--- src/rtl/ps2_host_tx_if.sv ---
// Command handshake between a requester and the PS/2 host transmitter.
// The requester owns tx_data/tx_start; the transmitter reports busy/done/error.
interface ps2_host_tx_if;
    logic [7:0] tx_data;
    logic       tx_start;
    logic       tx_busy;
    logic       tx_done;
    logic       tx_error;

    modport master (
        output tx_data,
        output tx_start,
        input  tx_busy,
        input  tx_done,
        input  tx_error
    );

    modport slave (
        input  tx_data,
        input  tx_start,
        output tx_busy,
        output tx_done,
        output tx_error
    );
endinterface

--- src/rtl/ps2_host_tx.sv ---
// PS/2 host-to-device command transmitter: inhibit, request-to-send, then shifts
// one byte out on device-generated clock falls and checks the device ACK bit.
module ps2_host_tx #(
    parameter int INHIBIT_CYCLES = 5000,
    parameter int RTS_CYCLES     = 250,
    parameter int TIMEOUT_CYCLES = 750000,
    parameter int FILTER_LEN     = 8
) (
    input  logic           clk_50mhz,
    input  logic           reset,
    ps2_host_tx_if.slave   bus,
    input  logic           ps2_clk_in,
    input  logic           ps2_data_in,
    output logic           ps2_clk_oe,
    output logic           ps2_data_oe
);

    localparam int MAX_CNT = (TIMEOUT_CYCLES > INHIBIT_CYCLES)
                           ? ((TIMEOUT_CYCLES > RTS_CYCLES) ? TIMEOUT_CYCLES : RTS_CYCLES)
                           : ((INHIBIT_CYCLES > RTS_CYCLES) ? INHIBIT_CYCLES : RTS_CYCLES);
    localparam int CW = $clog2(MAX_CNT + 1);
    localparam int FW = $clog2(FILTER_LEN + 1);

    localparam logic [CW-1:0] INH_LAST  = CW'(INHIBIT_CYCLES - 1);
    localparam logic [CW-1:0] RTS_LAST  = CW'(RTS_CYCLES - 1);
    localparam logic [CW-1:0] TO_LAST   = CW'(TIMEOUT_CYCLES - 1);
    localparam logic [FW-1:0] FILT_LAST = FW'(FILTER_LEN - 1);

    typedef enum logic [2:0] {
        IDLE,
        INHIBIT,
        RTS,
        SEND,
        WAIT_IDLE
    } state_t;

    function automatic logic odd_parity(input logic [7:0] d);
        return ~^d;
    endfunction

    logic          clk_sync_p0, clk_sync_p1;
    logic          data_sync_p0, data_sync_p1;
    logic          clk_filt;
    logic [FW-1:0] filt_cnt;
    logic          fall;

    state_t        state;
    logic [CW-1:0] cnt;
    logic [3:0]    bit_cnt;
    logic [7:0]    tx_byte;
    logic          parity_bit;
    logic          nack;
    logic          busy;
    logic          done;
    logic          err;
    logic          clk_oe;
    logic          data_oe;

    // Stage p0/p1: two-flop synchronizers for the asynchronous pin levels
    always_ff @(posedge clk_50mhz) begin
        clk_sync_p0  <= ps2_clk_in;
        clk_sync_p1  <= clk_sync_p0;
        data_sync_p0 <= ps2_data_in;
        data_sync_p1 <= data_sync_p0;
    end

    // Filter stage: a level change needs FILTER_LEN samples in a row that differ
    // from the current filtered level; a falling flip emits the one-cycle strobe.
    always_ff @(posedge clk_50mhz) begin
        if (reset) begin
            clk_filt <= 1'b1;
            filt_cnt <= '0;
            fall     <= 1'b0;
        end else begin
            fall <= 1'b0;
            if (clk_sync_p1 == clk_filt) begin
                filt_cnt <= '0;
            end else if (filt_cnt == FILT_LAST) begin
                clk_filt <= clk_sync_p1;
                filt_cnt <= '0;
                fall     <= clk_filt;
            end else begin
                filt_cnt <= filt_cnt + FW'(1);
            end
        end
    end

    // Frame FSM: all outputs registered; timeout is checked ahead of fall.
    always_ff @(posedge clk_50mhz) begin
        if (reset) begin
            state   <= IDLE;
            cnt     <= '0;
            bit_cnt <= '0;
            nack    <= 1'b0;
            busy    <= 1'b0;
            done    <= 1'b0;
            err     <= 1'b0;
            clk_oe  <= 1'b0;
            data_oe <= 1'b0;
        end else begin
            done <= 1'b0;
            err  <= 1'b0;
            case (state)
                IDLE: begin
                    if (bus.tx_start) begin
                        tx_byte    <= bus.tx_data;
                        parity_bit <= odd_parity(bus.tx_data);
                        state      <= INHIBIT;
                        busy       <= 1'b1;
                        clk_oe     <= 1'b1;
                        cnt        <= '0;
                    end
                end
                INHIBIT: begin
                    if (cnt == INH_LAST) begin
                        state   <= RTS;
                        data_oe <= 1'b1;
                        cnt     <= '0;
                    end else begin
                        cnt <= cnt + CW'(1);
                    end
                end
                RTS: begin
                    if (cnt == RTS_LAST) begin
                        state   <= SEND;
                        clk_oe  <= 1'b0;
                        cnt     <= '0;
                        bit_cnt <= '0;
                    end else begin
                        cnt <= cnt + CW'(1);
                    end
                end
                SEND: begin
                    if (cnt == TO_LAST) begin
                        state   <= IDLE;
                        clk_oe  <= 1'b0;
                        data_oe <= 1'b0;
                        busy    <= 1'b0;
                        done    <= 1'b1;
                        err     <= 1'b1;
                    end else if (fall) begin
                        cnt     <= '0;
                        bit_cnt <= bit_cnt + 4'd1;
                        if (bit_cnt < 4'd8) begin
                            data_oe <= ~tx_byte[bit_cnt[2:0]];
                        end else if (bit_cnt == 4'd8) begin
                            data_oe <= ~parity_bit;
                        end else if (bit_cnt == 4'd9) begin
                            data_oe <= 1'b0;
                        end else begin
                            nack  <= data_sync_p1;
                            state <= WAIT_IDLE;
                        end
                    end else begin
                        cnt <= cnt + CW'(1);
                    end
                end
                WAIT_IDLE: begin
                    if (cnt == TO_LAST) begin
                        state   <= IDLE;
                        clk_oe  <= 1'b0;
                        data_oe <= 1'b0;
                        busy    <= 1'b0;
                        done    <= 1'b1;
                        err     <= 1'b1;
                    end else if (clk_filt && data_sync_p1) begin
                        state <= IDLE;
                        busy  <= 1'b0;
                        done  <= 1'b1;
                        err   <= nack;
                    end else begin
                        cnt <= cnt + CW'(1);
                    end
                end
                default: state <= IDLE;
            endcase
        end
    end

    assign bus.tx_busy  = busy;
    assign bus.tx_done  = done;
    assign bus.tx_error = err;
    assign ps2_clk_oe   = clk_oe;
    assign ps2_data_oe  = data_oe;

endmodule

--- src/flat_wrapper.sv ---
// flat-port wrapper written by rule: the top's interface ports become plain ports
module ps2_host_tx_flat 
#(
    parameter int INHIBIT_CYCLES = 5000,
    parameter int RTS_CYCLES     = 250,
    parameter int TIMEOUT_CYCLES = 750000,
    parameter int FILTER_LEN     = 8
)
  (clk_50mhz, reset, ps2_clk_in, ps2_data_in, ps2_clk_oe, ps2_data_oe, bus_tx_data, bus_tx_start, bus_tx_busy, bus_tx_done, bus_tx_error);
  ps2_host_tx_if bus_i ();
  input  logic clk_50mhz;
  input  logic reset;
  input  logic ps2_clk_in;
  input  logic ps2_data_in;
  output logic ps2_clk_oe;
  output logic ps2_data_oe;
  input wire logic [$bits(bus_i.tx_data)-1:0] bus_tx_data;
  input wire logic [$bits(bus_i.tx_start)-1:0] bus_tx_start;
  output wire logic [$bits(bus_i.tx_busy)-1:0] bus_tx_busy;
  output wire logic [$bits(bus_i.tx_done)-1:0] bus_tx_done;
  output wire logic [$bits(bus_i.tx_error)-1:0] bus_tx_error;
  assign bus_i.tx_data = bus_tx_data;
  assign bus_i.tx_start = bus_tx_start;
  assign bus_tx_busy = bus_i.tx_busy;
  assign bus_tx_done = bus_i.tx_done;
  assign bus_tx_error = bus_i.tx_error;
  ps2_host_tx #(.INHIBIT_CYCLES(INHIBIT_CYCLES), .RTS_CYCLES(RTS_CYCLES), .TIMEOUT_CYCLES(TIMEOUT_CYCLES), .FILTER_LEN(FILTER_LEN)) u_core (.clk_50mhz(clk_50mhz), .reset(reset), .bus(bus_i), .ps2_clk_in(ps2_clk_in), .ps2_data_in(ps2_data_in), .ps2_clk_oe(ps2_clk_oe), .ps2_data_oe(ps2_data_oe));
endmodule
--- config.mk ---
export PLATFORM = sky130hd
export DESIGN_NAME = ps2_host_tx_flat
export DESIGN_NICKNAME = d
export VERILOG_FILES = /design/src/rtl/ps2_host_tx_if.sv /design/src/rtl/ps2_host_tx.sv /design/src/flat_wrapper.sv
export SDC_FILE = /design/constraint.sdc
export NUM_CORES = 1
export LEC_CHECK = 0
export ABC_AREA = 1
export BUFFER_PORTS_ARGS = -buffer_cell sky130_fd_sc_hd__buf_2
export CORE_ASPECT_RATIO = 0.7
export CORE_UTILIZATION = 65
export DETAILED_ROUTE_END_ITERATION = 12
export GPL_TIMING_DRIVEN = 1
export PLACE_DENSITY = 0.84
export SYNTH_ARGS = -nofsm -noshare
export SYNTH_HDL_FRONTEND = slang
export SYNTH_SLANG_ARGS = --single-unit
export TNS_END_PERCENT = 1
--- constraint.sdc ---
create_clock -name clk_50mhz -period 5.4 [get_ports clk_50mhz]
set_clock_uncertainty 0.05 [all_clocks]
set_input_delay 1.62 -clock clk_50mhz [delete_from_list [all_inputs] [get_ports clk_50mhz]]
set_output_delay 1.62 -clock clk_50mhz [all_outputs]
set_load 0.01 [all_outputs]
==> reports/metrics.cfg, run 1 <==
[outcome]
outcome = completed

[place]
place.gp.congestion = 0.973
io_buffers = 17
dpl.hpwl_um = 5570
place_ws_ns = 2.40

[yosys]
synth_top_family_by_area = simple AND/OR/NAND/NOR gates
syn-num-nets = 468
synth_fa_ha_area_share_pct = 2.01
postSynth.asyncResetShare_pct = 0
avgSynthCellArea_um2 = 6.90
yosysSeqAreaShare_pct = 36.4
synth_edf_count = 9
synth_xor_area_share_pct = 3.95
synth_cells = 450
synth_cell_types = 36
yosys_warnings = 0
ys_seq_elements = 52
synth_ff_type = dfxtp_1
synth_mux_area_share_pct = 0
synthSimpleGateAreaFrac_pct = 42.1
syn-cell-area_um2 = 3110
synth_compound_area_share_pct = 6.85

[power_and_ir_drop]
max-vdd-ir-drop_uv = 185
p_leak_nw = 1.36
p_per_area_nw_per_um2 = 338

[hold_path]
hold_start = u_core.clk_sync_p0
hold_class = reg2reg
min_path_cells = 0

[floorplan]
die_w_um = 84.6
fp.dieArea_um2 = 5060
row_count = 20
io_pins = 18
dieHeight_um = 59.8
start_util_pct = 69.7
core_area_um2 = 4450

[cells_and_area]
syn_to_final_growth_pct = 6.04
drive_gt1_share_pct = 16.1
diodes = 0
final_core_util_pct = 74.0
layout.nets = 483

[sta]
finalSetupViolCount = 0
worst_pin_slew_ns = 0.708
drv_slew = 0
hold_viol_final = 0
rsz0062_at_grt = no
final.setup.tns_ns = 0
slew_headroom_pct = 52.6
fin_ws_ns = 2.70
post-route-min-period_ns = 2.70
fmax_mhz = 370
timing.final.crit_share_pct = 50.1

[setup_path]
crit_buf_inv = 4
crit_top_cell = nand2_2
path_delay_family = simple AND/OR/NAND/NOR gates
cp.depth = 10
r2r-start = u_core.cnt[0]
crit_path_max_incr_delay_ns = 0.33
critPathLaunch = bus_tx_start
rr_worst_depth = 12
cp.arrival_ns = 2.88
crit_required_ns = 5.57
critPathMaxFanout = 21
crit_type = in2reg
end_kind = flip-flop
cp-start-kind = input port
crit_path_cell_trace = buf_2, inv_1, nand2_2, nand2_2, clkinv_2, nand3_4, inv_2, nand3_1, nand2_1, nor2_4
slowest_stage = inv_2

[cts]
cts_setup_buffers = 0
numCtsBuffers = 5
holdBufCountCts = 0
cts.sinks = 52
cts_resized = 0
clock_latency_ns = 0.32
tritoncts = done
cts_root_buffer = clkbuf_8
clkTransAtPathRegs_ns = 0.10
clockBufferDepth = 2
htree_levels = 2

[detailed_routing]
drt_wl_total_um = 7360
detail-route-antenna-nets = 0
via_per_inst = 5.58
drcViolationCount = 0
drtIter0Drc = 254
dr.pass1.iters = 7
vias = 2909
wire_per_inst_um = 14.1

[global_route]
antenna_found_initial = 0
grt_start_max_net_pins = 22
grt-ovfl-total = 0
grt_pass1_wl_um = 11800
track_usage_pct = 30.7
first_global_vias = 2530

[run]
max_cap_viol_count = 0

metal layers:
| metal | up-vias | share of wire, % | track usage, % |
|---|---|---|---|
| li1 | 1461 | - | - |
| met1 | 1311 | 49 | 44.0 |
| met2 | 124 | 41 | 46.3 |
| met3 | 13 | 9.0 | 6.63 |
| met4 | 0 | 1.3 | 10.2 |
| met5 | - | 0 | 0 |
synth_stat cells (5+ instances only):
cell / n / area share, %
nand2_1: 100 / 12
nor2_1: 74 / 8.9
inv_1: 44 / 5.3
nand3_1: 44 / 7.1
dfxtp_1: 43 / 28
nor2_2: 16 / 3.2
a21oi_1: 15 / 2.4
o21ai_0: 15 / 2.4
nand2_2: 11 / 2.2
edfxtp_1: 9 / 8.7
nand4_1: 9 / 1.8
inv_2: 8 / 0.97
xor2_1: 8 / 2.3
nor3_1: 7 / 1.1
o21ai_1: 6 / 0.97
xnor2_1: 6 / 1.7
ha_1: 5 / 2.0
per-stage QoR:
stage                     cells  area (um2)  total power [W]  hold WS [ns]
after floorplan             450        3110         0.000802         0.260
after global placement      513        3200         0.000866         0.263
after detailed placement    513        3200         0.000878         0.265
after CTS                   521        3290          0.00111         0.286
after global routing        521        3290          0.00118         0.289
final                       521        3290          0.00111         0.287
sequential cells by signal, indices dropped and copies added (netlist names), 3 cells and up:
name             flops
u_core.tx_byte       8
u_core.cnt          20
u_core.filt_cnt      4
u_core.state         3
u_core.bit_cnt       4
cells by family after synthesis:
logic type,after synthesis
compound gates,40
xor+xnor,14
fa+ha+maj,5
buf+inv,63
flops,52
simple gates,276
area by class of cell:
cell class,instances,area [um2]
clock buffers,5,68.8
multi-input cells,335,1710
fillers,379,1160
clock inverters,3,25.0
well taps,55,68.8
flip-flops and latches,52,1130
inverters,54,209
repair buffers,17,85.1
where the power goes:
group          total (W)  internal (W)  leakage, nW  switching (W)
sequential      0.000462      0.000432        0.433      0.0000298
combinational   0.000413      0.000125        0.880       0.000288
clock           0.000238     0.0000948       0.0452       0.000143
cells in the final DEF, fill, tap and decap left out, drive strengths merged, types with 2 or more instances in the layout:
master and n:
a21oi 15, nand4 9, nand3b 2, o21ai 23
nand3 48, xor2 8, edfxtp 9, inv 55
nand2 112, or2 2, buf 17, dfxtp 43
clkbuf 5, nor3 7, ha 5, nor2 95
xnor2 6
worst paths after layout:
check | to | slack (ns)
worst min register to register | u_core.clk_sync_p1 | 0.29
worst max register to register | u_core.cnt[9] | 3.28
worst max-delay path | u_core.cnt[9] | 2.70
worst min-delay path | u_core.clk_sync_p1 | 0.29
(Power assumes the default switching activity.)
==> inputs of run 2 (changes only) <==
CORE_UTILIZATION = 55   (was 65)
PLACE_DENSITY = 0.76   (was 0.84)
clock period = 2.3 ns   (was 5.4 ns; I/O delays follow)
==> run 2 against run 1 <==
Compared with the run above: count of clock-buffer cells in the layout unchanged; non-clock buffer count up 2; power up 130%; setup slack worse by 2.4 ns; core utilization down 12 points; combinational power up 130%; clock power up 130%.
==> reports/metrics.cfg, run 2 (synthesis results as in run 1) <==
[cts]
clockBufferDepth = 2
clkTransAtPathRegs_ns = 0.10
cts_setup_buffers = 0
holdBufCountCts = 0
cts_root_buffer = clkbuf_8
clock_latency_ns = 0.31
numCtsBuffers = 5
cts_resized = 0
htree_levels = 2
cts.sinks = 52
tritoncts = done

[cells_and_area]
final_cell_mix = nand2_1, nor2_1, inv_1, nand3_1, dfxtp_1
largest_register_ff_count = 20
regMostFlops = u_core.cnt
reg_top3 = u_core.cnt (20), u_core.tx_byte (8)
layout.nets = 485
final_core_util_pct = 62.4
drive_gt1_share_pct = 16.5
syn_to_final_growth_pct = 7.21
diodes = 0
layout_commonest_cell = nand2_1

[floorplan]
row_count = 22
die_w_um = 91.8
dieHeight_um = 64.9
core_area_um2 = 5340
io_pins = 18
start_util_pct = 58.2
fp.dieArea_um2 = 5960

[detailed_routing]
via_per_inst = 5.21
drt_wl_total_um = 6880
dr.pass1.iters = 5
drtIter0Drc = 230
detail-route-antenna-nets = 0
vias = 2813
wl_met2_um = 2810
drcViolationCount = 0
wl_met3_um = 438
wire_per_inst_um = 12.7
top_layer = met4
met1_length_um = 3590

[power_and_ir_drop]
p_per_area_nw_per_um2 = 781
p_leak_nw = 1.37
max-vdd-ir-drop_uv = 363

[sta]
slew_headroom_pct = 73.2
timing.final.crit_share_pct = 89.0
post-route-min-period_ns = 2.05
fmax_mhz = 489
hold_viol_final = 0
final.setup.tns_ns = 0
finalSetupViolCount = 0
drv_slew = 0
rsz0062_at_grt = no
worst_pin_slew_ns = 0.398

[setup_path]
critPathMaxFanout = 21
crit_type = reg2reg
cp-start-kind = flip-flop
cp.arrival_ns = 2.21
crit_required_ns = 2.47
critPathLaunch = u_core.cnt[0]
end_kind = flip-flop
r2r-start = u_core.cnt[0]

[hold_path]
hold_start = u_core.data_sync_p0
hold_class = reg2reg

[global_route]
track_usage_pct = 25.3
grt_pass1_wl_um = 11900
first_global_vias = 2473
antenna_found_initial = 0
grt-ovfl-total = 0
grt_start_max_net_pins = 22

[place]
place.gp.congestion = 0.973
dpl.hpwl_um = 5390
io_buffers = 17

[run]
max_cap_viol_count = 0

[outcome]
outcome = completed

-- run 2: final cells by class --
class | count | area (um2)
clock buffer | 5 | 68.8
clock inverter | 3 | 25.0
fill | 497 | 2010
inverter | 54 | 209
multi-input combinational | 335 | 1710
sequential | 52 | 1130
tap | 72 | 90.1
timing repair buffer | 19 | 100
-- run 2: routing by layer --
layer  vias to the layer above  track usage, %
met5                         -               0
met4                         0            5.86
met3                         5            4.93
met2                        78            35.6
met1                      1270            39.1
li1                       1460               -
-- run 2: stage by stage --
stage	instances	hold slack [ns]	total power [W]	setup WS [ns]	area, um2
5_1_grt	540	0.296	0.00279	0.0848	3330
6_report	540	0.287	0.00260	0.253	3330
3_5_place_dp	532	0.263	0.00207	0.236	3240
2_1_floorplan	450	0.260	0.00188	0.362	3110
4_1_cts	540	0.288	0.00261	0.253	3330
3_3_place_gp	532	0.262	0.00204	0.278	3240
-- run 2: final timing paths --
| kind | cells past startpoint | slack [ns] | end |
|---|---|---|---|
| max | 12 | 0.25 | u_core.cnt[9] |
| min | 0 | 0.29 | u_core.data_sync_p1 |
| max reg2reg | 12 | 0.25 | u_core.cnt[9] |
| min reg2reg | 0 | 0.29 | u_core.data_sync_p1 |
-- run 2: power by group --
part           internal, W  leakage, nW  switching [W]
clock network     0.000222       0.0452       0.000324
logic             0.000300        0.890       0.000669
registers          0.00101        0.433      0.0000738
-- run 2: critical path, cell delays in order, from the launching register on --
cell and delay (ns):
dfxtp_1 0.41, ha_1 0.21, nand2_2 0.08, inv_2 0.08, nand2_1 0.10, nor2_2 0.15, nand3_2 0.16, nand3_4 0.26
inv_2 0.19, nand2_1 0.09, nand2_1 0.05, nand2_1 0.09, nor2_4 0.03
==> inputs of run 3 (changes only) <==
ABC_AREA = 0   (was 1)
CORE_UTILIZATION = 60   (was 55)
CTS_BUF_LIST = sky130_fd_sc_hd__clkbuf_16   (was not set)
PLACE_DENSITY = 0.79   (was 0.76)
clock period = 2.1 ns   (was 2.3 ns; I/O delays follow)
==> run 3 against run 2 <==
Compared with the run above: the run now ends with negative setup slack left; critical path type unchanged; cell count down 30%; register-to-register slack worse by 0.46 ns; wire length is 5.3% lower; largest cell class unchanged; global-route usage grew 5.5 points; highest routed layer unchanged; fmax fell by 11%; clock power grew 75%.
==> reports/metrics.cfg, run 3 <==
[outcome]
outcome = complete, but fails checks
violations = negative setup slack

[power_and_ir_drop]
power_frac_comb_pct = 9.3
p_total_w = 0.00223
clkPwrFrac_pct = 42.6
internal_power_w = 0.00171
switchingPower_w = 0.000527
max-vdd-ir-drop_uv = 618
p_per_area_nw_per_um2 = 706
seqPwrFrac_pct = 48.1
p_leak_nw = 1.20
switching_share_pct = 23.6

[yosys]
synth_top_area_share_pct = 32.9
postSynth.asyncResetShare_pct = 0
synth_cells = 275
syn-num-nets = 293
syn-cell-area_um2 = 2610
yosys_warnings = 0
yosysSeqAreaShare_pct = 43.3
ys_seq_elements = 52
synth_ff_type = dfxtp_1
post-synth-top-count-cell = nor2_1
avgSynthCellArea_um2 = 9.50
ys_top_cells_by_count = nor2_1, dfxtp_1, xor2_1
synth_cell_types = 56
yosys.area.top_type = dfxtp_1
synth_edf_count = 9
synth_area_leaders = dfxtp_1, edfxtp_1, nor2_1

[sta]
fin_hold_ws_ns = 0.281
worst_pin_slew_ns = 0.540
post-route-min-period_ns = 2.31
finalSetupViolCount = 31
fmax_mhz = 434
hold_viol_final = 0
slew_headroom_pct = 63.1
rsz0062_at_grt = yes
drv_slew = 0
fin_ws_ns = -0.205
timing.final.crit_share_pct = 110

[setup_path]
regToRegSetupSlack_ns = -0.21
cp.arrival_ns = 2.48
crit_path_cell_trace = or4_4, or4_4, nor3_4, o21ai_2, or3_1, a21oi_1
crit_type = reg2reg
end_kind = flip-flop
crit_required_ns = 2.28
cp-start-kind = flip-flop
slowest_stage = or4_4
crit_buf_inv = 0
rr_worst_depth = 6
crit_path_max_incr_delay_ns = 0.57
critPathMaxFanout = 4
path_delay_family = simple AND/OR/NAND/NOR gates
cp.depth = 6
crit_top_cell = or4_4

[cts]
clockBufferDepth = 2
cts_root_buffer = clkbuf_16
numCtsBuffers = 5
clock_latency_ns = 0.30
htree_levels = 2
cts.sinks = 52
tritoncts = done
clkTransAtPathRegs_ns = 0.07

[hold_path]
min_path_cells = 0
hold_class = reg2reg

[detailed_routing]
drtIter0Drc = 358
via_per_inst = 6.15
detail-route-antenna-nets = 0
drcViolationCount = 0
dr.pass1.iters = 5
vias = 2311
wire_per_inst_um = 17.3
drt_wl_total_um = 6520

[cells_and_area]
syn_to_final_growth_pct = 21.1
regMostFlops = u_core.cnt
reg_top3 = u_core.cnt (20), u_core.tx_byte (8)
diodes = 0
drive_gt1_share_pct = 25.6
largest_register_ff_count = 20
layout_commonest_cell = nor2_1
final_cell_mix = nor2_1, dfxtp_1, buf_4
layout.nets = 341

[global_route]
track_usage_pct = 30.7
grt_start_max_net_pins = 21
first_global_vias = 2150
antenna_found_initial = 0
grt-ovfl-total = 0
grt_pass1_wl_um = 10400

[floorplan]
die_w_um = 80.9
dieHeight_um = 57.2
core_area_um2 = 4040
io_pins = 18
row_count = 19
start_util_pct = 64.7
fp.dieArea_um2 = 4630

[run]
max_cap_viol_count = 0

[place]
dpl.hpwl_um = 4550
io_buffers = 17
place.gp.congestion = 0.926

-- run 3: cell types whose count changed in the layout (fill, tap and decap cells not counted), sizes merged, moves of 15 or more --
cell,delta
nor2,-49
nand3,-34
o21ai,-15
nand2,-97
buf,+34
inv,-47
-- run 3: cell families after synthesis --
group | after synthesis | share of synthesized area, %
fa+ha+maj | 5 | 2.39
compound gates | 34 | 9.38
mux | 6 | 3.26
buf+inv | 19 | 4.69
xor+xnor | 31 | 10.4
simple gates | 128 | 26.6
flops | 52 | 43.3
-- run 3: path summary, 6_finish.rpt --
| check | from | to |
|---|---|---|
| worst max-delay path | u_core.cnt[13] | u_core.bit_cnt[3] |
| worst min-delay path | u_core.clk_sync_p0 | u_core.clk_sync_p1 |
| worst max register to register | u_core.cnt[13] | u_core.bit_cnt[3] |
| worst min register to register | u_core.clk_sync_p0 | u_core.clk_sync_p1 |
-- run 3: metal layers --
metal	GRT usage (%)	share of wire [%]
met2	42.1	41
met5	0	0
met1	44.8	46
met3	12.0	10
met4	8.42	1.8
-- run 3: repair_timing --
item | 4_1_cts | 5_1_grt
setup endpoints to repair | 33 | 33
pin swaps | 3 | 3
hold buffers | 0 | 0
resized for setup | 5 | 3
buffers inserted | 0 | 0
-- run 3: cell type report --
type	instances	area [um2]
Timing Repair Buffer	53	368
Inverter	7	26.3
Sequential cell	52	1130
Fill cell	272	876
Clock buffer	5	125
Multi-Input combinational cell	204	1400
Tap cell	52	65.1
Clock inverter	3	46.3
-- run 3: metrics by stage --
stage | TNS (ns) | utilization, % | setup WS (ns) | cell area, um2 | std cells
after floorplan | -1.01 | - | -0.127 | 2620 | 275
after global placement | -1.79 | 73.1 | -0.102 | 2950 | 368
after detailed placement | -2.63 | 73.1 | -0.204 | 2950 | 368
after CTS | -2.29 | 77.8 | -0.160 | 3140 | 376
after global routing | -5.24 | 78.3 | -0.263 | 3170 | 376
final | -2.87 | 78.3 | -0.205 | 3170 | 376
-- run 3: power by group through the flow --
stage	clock network (W)	logic, W	registers, W
2_1_floorplan	0	0.000129	0.00109
3_3_place_gp	0	0.000194	0.00109
3_5_place_dp	0	0.000197	0.00109
4_1_cts	0.000953	0.000202	0.00107
5_1_grt	0.00100	0.000227	0.00108
6_report	0.000953	0.000208	0.00107
